## config.mk

```make
export PLATFORM = sky130hd
export DESIGN_NAME = mem_copy_engine
export DESIGN_NICKNAME = d
export VERILOG_FILES = /design/src/rtl/mem_copy_engine.sv
export SDC_FILE = /design/constraint.sdc
export NUM_CORES = 1
export LEC_CHECK = 0
export CORE_UTILIZATION = 45
export CTS_BUF_LIST = sky130_fd_sc_hd__clkbuf_8
export CTS_CLUSTER_DIAMETER = 100
export CTS_CLUSTER_SIZE = 10
export DETAILED_ROUTE_END_ITERATION = 12
export PLACE_DENSITY = 0.78
export SLEW_MARGIN = 0
export SYNTH_ARGS = -nofsm -noshare
export SYNTH_HDL_FRONTEND = slang
export SYNTH_SLANG_ARGS = --single-unit
```

## constraint.sdc

```tcl
create_clock -name CLK -period 2.6 [get_ports CLK]
set_clock_uncertainty 0.15 [all_clocks]
set_input_delay 0.52 -clock CLK [delete_from_list [all_inputs] [get_ports CLK]]
set_output_delay 0.52 -clock CLK [all_outputs]
set_load 0.01 [all_outputs]
```

## src/rtl/mem_copy_engine.sv

```systemverilog
// Block-copy DMA engine in front of a single-port data memory; passes CPU accesses through when idle.
// Define DMA_OVERLAP_EN to copy backwards on forward-overlapping ranges (memmove semantics).
module mem_copy_engine #(
  parameter int unsigned AW = 8,
  parameter int unsigned DW = 8
) (
  input  logic          CLK,
  input  logic          reset,
  input  logic          start,
  input  logic [AW-1:0] src,
  input  logic [AW-1:0] dst,
  input  logic [AW-1:0] len,
  output logic          busy,
  output logic          done,
  input  logic [AW-1:0] cpu_addr,
  input  logic          cpu_read_en,
  input  logic          cpu_write_en,
  input  logic [DW-1:0] cpu_wdata,
  output logic [DW-1:0] cpu_rdata,
  output logic          cpu_stall,
  output logic [AW-1:0] mem_addr,
  output logic          mem_read_en,
  output logic          mem_write_en,
  output logic [DW-1:0] mem_wdata,
  input  logic [DW-1:0] mem_rdata
);

  typedef enum logic [1:0] {IDLE = 2'd0, READ = 2'd1, WRITE = 2'd2, DONE = 2'd3} state_e;

  state_e        state_q;
  logic [AW-1:0] cur_src_q;
  logic [AW-1:0] cur_dst_q;
  logic [AW-1:0] count_q;
  logic [DW-1:0] buf_q;
  logic          dir_q;
  logic          busy_q;
  logic          done_q;

  logic [AW-1:0] init_src_d;
  logic [AW-1:0] init_dst_d;
  logic          dir_d;

  // Start addresses and direction; overlap test is done one bit wider so src+len never wraps
  always_comb begin
    dir_d      = 1'b0;
    init_src_d = src;
    init_dst_d = dst;
`ifdef DMA_OVERLAP_EN
    dir_d = ({1'b0, dst} > {1'b0, src}) && ({1'b0, dst} < ({1'b0, src} + {1'b0, len}));
    if (dir_d) begin
      init_src_d = src + len - AW'(1);
      init_dst_d = dst + len - AW'(1);
    end
`endif
  end

  always_ff @(posedge CLK) begin
    if (reset) begin
      state_q   <= IDLE;
      cur_src_q <= '0;
      cur_dst_q <= '0;
      count_q   <= '0;
      buf_q     <= '0;
      dir_q     <= 1'b0;
      busy_q    <= 1'b0;
      done_q    <= 1'b0;
    end else begin
      unique case (state_q)
        IDLE: begin
          if (start) begin
            cur_src_q <= init_src_d;
            cur_dst_q <= init_dst_d;
            count_q   <= len;
            dir_q     <= dir_d;
            if (len == '0) begin
              state_q <= DONE;
              done_q  <= 1'b1;
            end else begin
              state_q <= READ;
              busy_q  <= 1'b1;
            end
          end
        end
        READ: begin
          buf_q   <= mem_rdata;
          state_q <= WRITE;
        end
        WRITE: begin
          cur_src_q <= dir_q ? cur_src_q - AW'(1) : cur_src_q + AW'(1);
          cur_dst_q <= dir_q ? cur_dst_q - AW'(1) : cur_dst_q + AW'(1);
          count_q   <= count_q - AW'(1);
          if (count_q == AW'(1)) begin
            state_q <= DONE;
            busy_q  <= 1'b0;
            done_q  <= 1'b1;
          end else begin
            state_q <= READ;
          end
        end
        DONE: begin
          done_q  <= 1'b0;
          state_q <= IDLE;
        end
        default: state_q <= IDLE;
      endcase
    end
  end

  // Memory port mux: engine owns the port in READ/WRITE, CPU otherwise
  always_comb begin
    mem_addr     = cpu_addr;
    mem_read_en  = cpu_read_en;
    mem_write_en = cpu_write_en;
    mem_wdata    = cpu_wdata;
    unique case (state_q)
      READ: begin
        mem_addr     = cur_src_q;
        mem_read_en  = 1'b1;
        mem_write_en = 1'b0;
        mem_wdata    = buf_q;
      end
      WRITE: begin
        mem_addr     = cur_dst_q;
        mem_read_en  = 1'b0;
        mem_write_en = 1'b1;
        mem_wdata    = buf_q;
      end
      default: ;
    endcase
  end

  assign busy      = busy_q;
  assign done      = done_q;
  assign cpu_stall = busy_q & (cpu_read_en | cpu_write_en);
  assign cpu_rdata = busy_q ? '0 : mem_rdata;

endmodule

```

==> impl_metrics.toml <==
[floorplanning]
start_util_pct = 46.6
die_x_um = 74.7
num_rows = 26
dieArea_um2 = 5580
coreArea_um2 = 5110
die_h_um = 74.7
io_pins = 82

[worst_setup_path]
worst_ep_arrival_time_ns = 2.03
path_delay_family = "buffers and inverters"
r2r_setup_slack_ns = 0.46
crit_buf_inv = 3
crit_slowest_cell = "clkdlybuf4s50_1"
path_cells = "inv_1 -> ha_4 -> buf_12 -> mux2_2 -> clkdlybuf4s50_1"
crit_path_end_kind = "output port"
rr_endpoint = "cur_dst_q[7]$_SDFFE_PP0P_"
cp_data_required_time_ns = 1.93
reg2reg_depth = 9
start_kind = "flop"
critPathKind = "reg2out"
critPathMaxFanout = 20
reg2reg_from = "state_q[0]$_SDFFE_PP0N_"
cp_slowest_stage_delay_ns = 0.47

[power]
internal_power_mw = 2.37
power_switching_mw = 1.67
vdd_drop_max_mv = 0.601
clkPwrFrac_pct = 12.1
switching_share_pct = 41.4
power_per_cell_area_nw_per_um2 = 1180
p_seq_share_pct = 23.8
combPwrFrac_pct = 64.1
p_leak_nw = 1.28

[timing]
rsz0062_at_grt = "yes"
clock.fmax_mhz = 371
hold_viol_final = 0
layout_setup_ws_ns = -0.0986
slew_headroom_pct = 63.4
tightest_slew_ns = 0.544
setup_violations = 9
drv_slew = 0
fin_crit_sh_pct = 104
fin_crit_ns = 2.70

[detailed_routing]
viasPerCell = 5.57
ant_nets = 0
drtIter0Drc = 172
dr.pass1.iters = 4
post-route-drc-count = 0
wl_um = 6520
post_drt_wl_per_cell_um = 14.7
num_vias = 2474

[synth]
synthCells = 293
synth-edff-count = 0
netlist_area_um2 = 2380
synthArstFlopShare_pct = 0
synth_compound_area_share_pct = 26.9
yosysUniqueCellTypes = 43
avgSynthCellArea_um2 = 8.12
mappedNetlistNets = 354
yosysWarnings = 0
synth_top_family_by_area = "compound AO/OA/AOI/OAI gates"
synth.mux.area_fraction_pct = 10.3
synth-simple-area-share_pct = 20.9
synth_xor_area_share_pct = 0
synth-seq-area-share_pct = 30.3
synth_flop_cell = "dfxtp_1"
synthAdderAreaFrac_pct = 4.21
ys_ff_latch = 36

[layout]
final_layout_size_suffix_gt1_share_pct = 12.6
multi_input_area_um2 = 1510
n_antenna_cell = 0
utilization_pct = 66.7
design_area_um2 = 3410
final_cell_mix = "72 x clkdlybuf4s50_1, 35 x dfxtp_1, 29 x nor2_1"
nNetsFinal = 434
seq_area_um2 = 722
n_fill_cell = 446
final_common_cell = "clkdlybuf4s50_1"
areaGrowthSynthToFinish_pct = 43.2

[cts]
cts_hold_buf = 0
clock_path_buffers = 2
post_cts_resized = 14
post-cts-setup-buffers = 0
cts_sinks = 36
cts_htree_levels = 2
clk_latency_ns = 0.29
cts_tree = "done"
cts.clk_slew.worst_paths_ns = 0.07
root_buffer = "clkbuf_8"
cts_made_buffers = 5

[worst_hold_path]
min_from = "count_q[1]$_SDFFE_PP0P_"
worstHoldPathCells = 2
min_to = "count_q[1]$_SDFFE_PP0P_"
hold_path_class = "reg2reg"

[outcome]
violations = "setup timing"
status = "complete, but fails checks"

[grt]
grt_use_total_pct = 24.6
antenna_found_initial = 0
grt_pass1_wl_um = 10500
grt_pass1_vias = 2273
grt_max_degree = 21
globalRouteOverflowTotal = 0

[placed_design]
place.port_buffers = 81
dpl.hpwl_um = 4850
gp_congestion = 0.781
place_area_um2 = 3280
pre_cts_ws_ns = 0.107

[flow_run]
drv_cap = 0
==> layer usage <==
layer	up-vias	GRT usage [%]	wire length (um)
met5	-	0	0
met4	0	7.34	99
met3	8	6.56	479
met2	94	40.8	3090
met1	1142	31.2	2860
li1	1230	-	-
==> flip-flops by register name, summed over array words and instances (netlist names) <==
name	flops
state_q	2
buf_q	8
count_q	8
busy	1
cur_src_q	8
done	1
cur_dst_q	8
==> worst max-delay path by stage <==
| stage | startpoint | endpoint | slack [ns] | cells after the start |
|---|---|---|---|---|
| 3_5_place_dp | cpu_addr[7] | mem_addr[7] | 0.11 | 4 |
| 3_3_place_gp | cpu_addr[7] | mem_addr[7] | 0.11 | 4 |
| 5_1_grt | state_q[1]$_SDFFE_PP0N_ | mem_addr[2] | -0.18 | 5 |
| 6_report | state_q[1]$_SDFFE_PP0N_ | mem_read_en | -0.1 | 5 |
| 2_1_floorplan | state_q[0]$_SDFFE_PP0N_ | mem_read_en | 0.29 | 5 |
| 4_1_cts | state_q[1]$_SDFFE_PP0N_ | mem_read_en | -0.1 | 5 |
==> worst min-delay path, cell delays in order, from the launching register on <==
cell     delay, ns
dfxtp_1       0.34
nand2_1       0.06
a21oi_1       0.05
==> power by group through the flow <==
| stage | Clock [mW] | Sequential, mW | Combinational (mW) |
|---|---|---|---|
| global route | 0.522 | 0.992 | 2.84 |
| CTS | 0.490 | 0.959 | 2.59 |
| finish | 0.489 | 0.961 | 2.59 |
| global placement | 0 | 0.957 | 2.53 |
| floorplan | 0 | 0.903 | 1.58 |
| detailed placement | 0 | 0.962 | 2.58 |
==> metrics by stage <==
step / power, mW / setup TNS [ns] / cells / hold slack (ns)
after floorplan: 2.48 / 0 / 293 / 0.304
after global placement: 3.48 / 0 / 436 / 0.328
after detailed placement: 3.54 / 0 / 436 / 0.336
after CTS: 4.04 / -0.545 / 444 / 0.347
after global routing: 4.35 / -1.32 / 444 / 0.378
final: 4.04 / -0.485 / 444 / 0.347
==> final cells by class <==
cell class	count	share of cell area, %
clock buffer	5	2.02
clock inverter	3	1.14
inverter	10	1.10
multi-input combinational	224	44.3
sequential	36	21.2
tap	70	2.57
timing repair buffer	96	27.6
==> cell usage after synthesis, types with 3 or more instances <==
cell       number  area share (%)
nand2_1        22             3.5
dfxtp_1        36              30
ha_1            8             4.2
nor2_1         29             4.6
nor2b_1        13             3.4
or3_1           3            0.79
a31oi_1         5             1.3
a22oi_1        10             3.2
nor4_1          3            0.79
mux2i_1        11             4.6
clkbuf_8        5             2.9
o2bb2ai_1       6             2.2
clkbuf_1       15             2.4
a211oi_1        3            0.95
a21oi_1        28             5.9
inv_1          10             1.6
and3_1          5             1.3
o21ai_0        17             3.6
mux2_2         12             5.7
a221oi_1        3             1.1
nor3_1          8             1.7
a21o_1          3            0.95
nand3_1         8             1.7
o31ai_1         4             1.3
==> logic make-up after synthesis <==
| kind of cell | count (synthesis) |
|---|---|
| simple gates | 100 |
| buf+inv | 33 |
| flops | 36 |
| compound gates | 93 |
| fa+ha+maj | 8 |
| mux | 23 |
No activity file was read; power rests on OpenSTA's default activity.
